File: config.mk
export PLATFORM = sky130hd
export DESIGN_NAME = skin_bbox_tracker
export DESIGN_NICKNAME = d
export VERILOG_FILES = /design/src/rtl/skin_bbox_tracker_pkg.sv /design/src/rtl/skin_bbox_tracker_xy_counter.sv /design/src/rtl/skin_bbox_tracker.sv
export SDC_FILE = /design/constraint.sdc
export NUM_CORES = 1
export LEC_CHECK = 0
export CORE_ASPECT_RATIO = 1.75
export CORE_MARGIN = 2
export CORE_UTILIZATION = 30
export CTS_CLUSTER_SIZE = 30
export DETAILED_ROUTE_END_ITERATION = 16
export PLACE_DENSITY = 0.53
export SYNTH_ARGS = -nofsm -noshare
export SYNTH_HDL_FRONTEND = slang
export SYNTH_SLANG_ARGS = --single-unit
File: constraint.sdc
create_clock -name iclk -period 7.5 [get_ports iclk]
set_clock_uncertainty 0.05 [all_clocks]
set_input_delay 1.5 -clock iclk [delete_from_list [all_inputs] [get_ports iclk]]
set_output_delay 1.5 -clock iclk [all_outputs]
set_load 0.03 [all_outputs]
File: src/rtl/skin_bbox_tracker_pkg.sv
// rtl/skin_bbox_tracker_pkg.sv - shared types and constants for the skin bounding-box tracker
package skin_bbox_tracker_pkg;

  localparam int COORD_W = 10;
  localparam int COUNT_W = 19;

  localparam logic [15:0] SKIN_ON = 16'hFFFF;

  typedef enum logic [1:0] {
    ST_SYNC   = 2'd0,
    ST_IDLE   = 2'd1,
    ST_ACTIVE = 2'd2,
    ST_REPORT = 2'd3
  } state_t;

endpackage

File: src/rtl/skin_bbox_tracker_xy_counter.sv
// rtl/skin_bbox_tracker_xy_counter.sv - raster x/y position counter with line wrap and end-of-frame stop
module skin_xy_counter
  import skin_bbox_tracker_pkg::*;
#(
  parameter int H_ACTIVE = 640,
  parameter int V_ACTIVE = 480
) (
  input  logic               iclk,
  input  logic               irst_n,
  input  logic               clear,
  input  logic               step,
  output logic [COORD_W-1:0] x,
  output logic [COORD_W-1:0] y,
  output logic               done
);

  localparam logic [COORD_W-1:0] X_LAST = COORD_W'(H_ACTIVE - 1);
  localparam logic [COORD_W-1:0] Y_LAST = COORD_W'(V_ACTIVE - 1);

  // Position stays on the last pixel once it is consumed; done blocks further steps.
  always_ff @(posedge iclk or negedge irst_n) begin
    if (!irst_n) begin
      x    <= '0;
      y    <= '0;
      done <= 1'b0;
    end else if (clear) begin
      x    <= '0;
      y    <= '0;
      done <= 1'b0;
    end else if (step && !done) begin
      if (x == X_LAST) begin
        if (y == Y_LAST) begin
          done <= 1'b1;
        end else begin
          x <= '0;
          y <= y + 1'b1;
        end
      end else begin
        x <= x + 1'b1;
      end
    end
  end

endmodule

File: src/rtl/skin_bbox_tracker.sv
// rtl/skin_bbox_tracker.sv - per-frame skin-pixel count and bounding box over a binary skin mask
module skin_bbox_tracker
  import skin_bbox_tracker_pkg::*;
#(
  parameter int H_ACTIVE  = 640,
  parameter int V_ACTIVE  = 480,
  parameter int MIN_COUNT = 64
) (
  input  logic               iclk,
  input  logic               irst_n,
  input  logic               iFVAL,
  input  logic               iDVAL,
  input  logic [15:0]        iDATA,
  output logic [COORD_W-1:0] oX_MIN,
  output logic [COORD_W-1:0] oX_MAX,
  output logic [COORD_W-1:0] oY_MIN,
  output logic [COORD_W-1:0] oY_MAX,
  output logic [COUNT_W-1:0] oCOUNT,
  output logic               oFOUND,
  output logic               oRDY
);

  localparam logic [COUNT_W-1:0] MIN_C     = COUNT_W'(MIN_COUNT);
  localparam logic [COUNT_W-1:0] COUNT_TOP = '1;

  state_t             state;
  logic [COORD_W-1:0] x;
  logic [COORD_W-1:0] y;
  logic               done;
  logic [COORD_W-1:0] x_min;
  logic [COORD_W-1:0] x_max;
  logic [COORD_W-1:0] y_min;
  logic [COORD_W-1:0] y_max;
  logic [COUNT_W-1:0] count;
  logic               accept;
  logic               clear;
  logic               skin;
  logic               found;

  assign accept = (state == ST_ACTIVE) && iFVAL && iDVAL && !done;
  assign clear  = (state == ST_IDLE) && iFVAL;
  assign skin   = (iDATA == SKIN_ON);
  assign found  = (count >= MIN_C);

  skin_xy_counter #(
    .H_ACTIVE(H_ACTIVE),
    .V_ACTIVE(V_ACTIVE)
  ) u_xy (
    .iclk  (iclk),
    .irst_n(irst_n),
    .clear (clear),
    .step  (accept),
    .x     (x),
    .y     (y),
    .done  (done)
  );

  always_ff @(posedge iclk or negedge irst_n) begin
    if (!irst_n) begin
      state  <= ST_SYNC;
      count  <= '0;
      x_min  <= '0;
      x_max  <= '0;
      y_min  <= '0;
      y_max  <= '0;
      oX_MIN <= '0;
      oX_MAX <= '0;
      oY_MIN <= '0;
      oY_MAX <= '0;
      oCOUNT <= '0;
      oFOUND <= 1'b0;
      oRDY   <= 1'b0;
    end else begin
      oRDY <= 1'b0;
      case (state)
        // Wait out any frame already in flight so only whole frames are measured.
        ST_SYNC: begin
          if (!iFVAL) state <= ST_IDLE;
        end
        ST_IDLE: begin
          if (iFVAL) begin
            state <= ST_ACTIVE;
            count <= '0;
            x_min <= '1;
            x_max <= '0;
            y_min <= '1;
            y_max <= '0;
          end
        end
        ST_ACTIVE: begin
          if (!iFVAL) begin
            state <= ST_REPORT;
          end else if (accept && skin) begin
            if (count != COUNT_TOP) count <= count + 1'b1;
            if (x < x_min) x_min <= x;
            if (x > x_max) x_max <= x;
            if (y < y_min) y_min <= y;
            if (y > y_max) y_max <= y;
          end
        end
        ST_REPORT: begin
          oCOUNT <= count;
          oFOUND <= found;
          oX_MIN <= found ? x_min : '0;
          oX_MAX <= found ? x_max : '0;
          oY_MIN <= found ? y_min : '0;
          oY_MAX <= found ? y_max : '0;
          oRDY   <= 1'b1;
          state  <= ST_IDLE;
        end
        default: state <= ST_SYNC;
      endcase
    end
  end

endmodule
==> reports/metrics.cfg, run 1 <==
[final_layout]
area_growth_pct=24.0
top_regs=count x19, oCOUNT x19
final_cells=1083
n_fill_cell=2401
num_antenna_cells=0
fin_nets=828
fin_util_pct=37.7
drive_gt1_share_pct=11.4
final_area_mm2=0.00898

[floorplan]
initial_utilization_pct=30.4
dieArea_mm2=0.0254
io_pins=81
core-area_mm2=0.0238
die_y_um=210
chipWidth_um=121
num_rows=75

[power_and_ir_drop]
pwr-share-comb_pct=19.2
internal-power_mw=1.47
p_sw_mw=0.691
total_leakage_power_nw=4.01
seqPwrFrac_pct=40.1
ir_worst_vdd_v=0.000140
p_per_area_mw_per_mm2=241
swShare_pct=32.0
clockPowerShare_pct=40.7

[clock_network]
clk_pin_slew_ns=0.07
cts.sinks=143
root_buffer=clkbuf_16
cts_htree_levels=4
cts_resized=0
postCtsSetupBuffers=0
cts_hold_buf=0
cts_tree=yes
clk-insertion-delay-late_ns=0.42
cts_buffers=17
clockBufferDepth=2

[logic_synthesis]
ys_warn_count=0
ys_ff_latch=143
synth_area_mm2=0.00724
synth_top_area_share_pct=49.4
syn_nets=754
ys_top_cells_by_count=dfrtp_1 (143), inv_1 (53), ha_1 (46), nand2_1 (46), nor2_1 (42)
ys_top_cells_by_area=dfrtp_1 (49%), ha_1 (7.9%), mux2_2 (6.1%)
yosys.area.top_type=dfrtp_1
yosysMostFrequentCell=dfrtp_1
ys_async_sr_fraction_pct=100
ys_seq_area_share_pct=49.4
synth-edff-count=0
syn_inst=688
synth_cell_types=53
avgSynthCellArea_um2=10.5
synth-main-ff-cell=dfrtp_1

[placement]
finalWeightedCongestion=0.783
hpwl_um=13300
numPortBuffers=80
placedCellCount=1051
placed_area_mm2=0.00837

[sta]
slew_violations=0
setup-tns-final_ns=0
max-slew-margin-rel_pct=26.3
min_period_over_period_pct=58.9
setup_viol=0
rsz0062_at_grt=false
max_slew.worst_pin.slew_ns=1.10
hold_viol=0
finalCriticalPeriod_ns=4.41
fmaxAchievable_mhz=227

[grt]
gr-usage-met2_pct=29.1
use_met1_pct=16.5
antenna_found_initial=0
use_met3_pct=2.34
grt_max_degree=106
grt_overflow=0
busiest_layer=met2
grt_pass1_vias=5616
gr-usage-all-layers_pct=15.3
grt_pass1_wl_um=30200

[worst_setup_path]
cp_cell_sequence=clkdlybuf4s50_1, nand4b_1, nor4_2, and2_1, nor4b_2, buf_4, mux2_2
cpMaxStageDelayCell=nor4b_2
cp-start-kind=primary input
crit_type=primary input to register
crit_fanout=11
worst_ep_arrival_time_ns=4.68
crit_family=simple AND/OR/NAND/NOR gates
critical_path_buf_inv_count=2
critPathCaptureType=register
crit_required_ns=7.76
slowest_delay_ns=0.77

[run_status]
outcome=finished, final reports clean

[detailed_routing]
drtAntennaViolNets=0
drtPass1Iterations=5
post_drt_wl_per_cell_um=17.2
routed_wl_um=18700
vias=5507
initialDrtViolationCount=256
drt-vias-per-instance=5.08
drc=0

[min_path]
hold_class=register to register

[job]
drv_cap=0

-- worst reg2reg max path: cells and delay by family, from the launching register on --
family        cells  cell delay, ns
mux               1            0.33
flops             1            0.43
simple gates      4            1.92
fa+ha+maj         1            0.41
buf+inv           2            0.37
-- power groups by stage --
stage	clock, mW	combinational (mW)	sequential (mW)
floorplan	0	0.284	0.859
CTS	0.902	0.425	0.868
detailed placement	0	0.423	0.883
global route	0.932	0.472	0.872
global placement	0	0.418	0.881
finish	0.879	0.414	0.866
-- cell families (layout without fill, tap and decap cells) --
family,count (synthesis),after routing,share of synthesized area (%)
muxes,50,50,7.59
xor gates and xnor gates,11,11,1.33
AOI/OAI and AO/OA,159,159,15.3
DFF,143,143,49.4
buffers and inverters,85,172,4.63
and+or+nand+nor,194,194,13.8
adders and majority gates,46,46,7.95
-- stage by stage --
step                setup slack, ns  total power [mW]  hold WS, ns
finish                         3.09              2.16        0.434
floorplan                      4.22              1.14        0.416
CTS                            3.02              2.19        0.434
detailed placement             2.58              1.31        0.418
global route                   2.89              2.28        0.454
global placement               2.67              1.30        0.415
-- layer usage --
layer,wire length (um),vias to the layer above
met5,0,-
met2,10600,78
met4,459,0
met1,7170,2757
met3,385,27
li1,-,2645
-- layout make-up --
cell class	instances	area [um2]	share of cell area (%)
well taps	308	385	4.29
multi-input cells	460	3350	37.4
clock inverters	15	184	2.05
clock buffers	17	425	4.74
flip-flops and latches	143	3580	39.9
repair buffers	86	847	9.44
inverters	54	203	2.26
-- placed cells by master (no fill, tap or decap), types with 11 or more instances in the layout --
cell / Yosys / final
a22o_1: 41 / 41
a21oi_1: 32 / 32
nand3_1: 24 / 24
clkbuf_16: 0 / 17
mux2i_1: 11 / 11
dfrtp_1: 143 / 143
inv_1: 53 / 53
clkdlybuf4s50_1: 0 / 79
ha_1: 46 / 46
o21ai_0: 40 / 40
nand2_1: 46 / 46
or3_1: 14 / 14
nor2_1: 42 / 41
nand4_1: 23 / 23
mux2_2: 39 / 39
-- worst paths after layout --
| path | start | slack, ns | to | cells past startpoint |
|---|---|---|---|---|
| worst min register to register | oFOUND | 0.43 | oFOUND | 1 |
| worst max register to register | state[0] | 3.88 | y_max[9] | 8 |
| max in group asynchronous | irst_n | 5.13 | y_max[0] | 2 |
| worst min-delay path | oFOUND | 0.43 | oFOUND | 1 |
| min in group asynchronous | irst_n | 1.15 | oFOUND | 1 |
| worst max-delay path | iFVAL | 3.09 | y_max[9] | 7 |
No activity file was read; power rests on OpenSTA's default activity.
==> run 2: changes to the inputs <==
Clock period 7.5 ns to 4.6 ns, I/O delays scaled along.
==> reports/metrics.cfg, run 2 (synthesis results as in run 1) <==
[min_path]
hp-start=oFOUND
hold_class=register to register
whs_path_depth=1
hold_end=oFOUND

[detailed_routing]
initialDrtViolationCount=321
drtAntennaViolNets=0
drtPass1Iterations=4
vias=5484
drt-vias-per-instance=5.05
drc=0
post_drt_wl_per_cell_um=17.4
routed_wl_um=18900

[final_layout]
area_growth_pct=25.0
fin_nets=832
top_regs=count x19, oCOUNT x19
final_common_cell=dfrtp_1
final_cell_mix=dfrtp_1 (143), clkdlybuf4s50_1 (79), inv_1 (53)
final_area_mm2=0.00905
num_antenna_cells=0
drive_gt1_share_pct=11.8
fin_util_pct=38.0

[power_and_ir_drop]
p_per_area_mw_per_mm2=393
ir_worst_vdd_v=0.000274
total_power_mw=3.56
total_leakage_power_nw=4.03

[placement]
finalWeightedCongestion=0.785
placed_area_mm2=0.00842
hpwl_um=13700
numPortBuffers=80

[worst_setup_path]
rr_worst_depth=8
critPathCaptureType=register
cp_cell_sequence=clkdlybuf4s50_1, nand4b_1, nor4_2, and2_1, nor4b_2, buf_4, mux2_2
cp-start-kind=primary input
crit_fanout=11
regToRegStartpoint=state[0]
cpMaxStageDelayCell=clkdlybuf4s50_1
critical_path_buf_inv_count=2
slowest_delay_ns=0.68
timing.rr.end=y_max[8]
crit_required_ns=4.86
crit_type=primary input to register
reg2reg_slack_ns=1.55
crit_family=simple AND/OR/NAND/NOR gates
worst_ep_arrival_time_ns=3.57

[clock_network]
cts_buffers=17
cts.sinks=143
clk-insertion-delay-late_ns=0.43
cts_resized=0
cts_htree_levels=4
clockBufferDepth=2
cts_tree=yes
cts_hold_buf=0
root_buffer=clkbuf_16
postCtsSetupBuffers=0
clk_pin_slew_ns=0.07

[sta]
hold-worst-slack_ns=0.435
setup-tns-final_ns=0
hold_viol=0
slew_violations=0
finalCriticalPeriod_ns=3.31
fmaxAchievable_mhz=302
setup_viol=0
max-slew-margin-rel_pct=26.9
rsz0062_at_grt=false
min_period_over_period_pct=71.9
max_slew.worst_pin.slew_ns=1.09

[grt]
grt_pass1_vias=5758
gr-usage-all-layers_pct=16.0
grt_overflow=0
antenna_found_initial=0
grt_max_degree=102
grt_pass1_wl_um=31100

[floorplan]
chipWidth_um=121
dieArea_mm2=0.0254
die_y_um=210
initial_utilization_pct=30.4
num_rows=75
core-area_mm2=0.0238
io_pins=81

[run_status]
outcome=finished, final reports clean

[job]
drv_cap=0

==> run 2: how the worst max path moves through the flow <==
stage	startpoint	endpoint	slack, ns	cells past startpoint
CTS	iFVAL	y_max[8]	1.30	7
finish	iFVAL	y_max[8]	1.29	7
global placement	iFVAL	y_max[2]	0.96	7
floorplan	iFVAL	x_max[1]	1.90	6
detailed placement	iFVAL	y_max[8]	0.85	7
global route	iFVAL	y_max[8]	1.11	7
==> run 2: final cells by class <==
class	instances	area [um2]
Clock buffer	18	439
Clock inverter	14	185
Fill cell	2404	14800
Inverter	54	203
Multi-Input combinational cell	460	3350
Sequential cell	143	3580
Tap cell	308	385
Timing Repair Buffer	90	902
==> run 2: through the flow <==
step / std cells / worst slack [ns]
floorplan: 688 / 1.90
CTS: 1087 / 1.30
finish: 1087 / 1.29
global route: 1087 / 1.11
detailed placement: 1055 / 0.851
global placement: 1055 / 0.955
==> run 2: power breakdown <==
part,internal [mW],switching [mW],leakage (nW)
clock network,0.877,0.573,0.295
registers,1.31,0.101,1.87
logic,0.235,0.462,1.86
==> run 2: metal layers <==
| layer | up-vias | global-route usage (%) | wire, um |
|---|---|---|---|
| met2 | 79 | 30.1 | 10700 |
| met4 | 0 | 6.38 | 420 |
| met1 | 2718 | 17.0 | 7360 |
| li1 | 2665 | - | - |
| met3 | 22 | 3.23 | 448 |
| met5 | - | 0 | 0 |
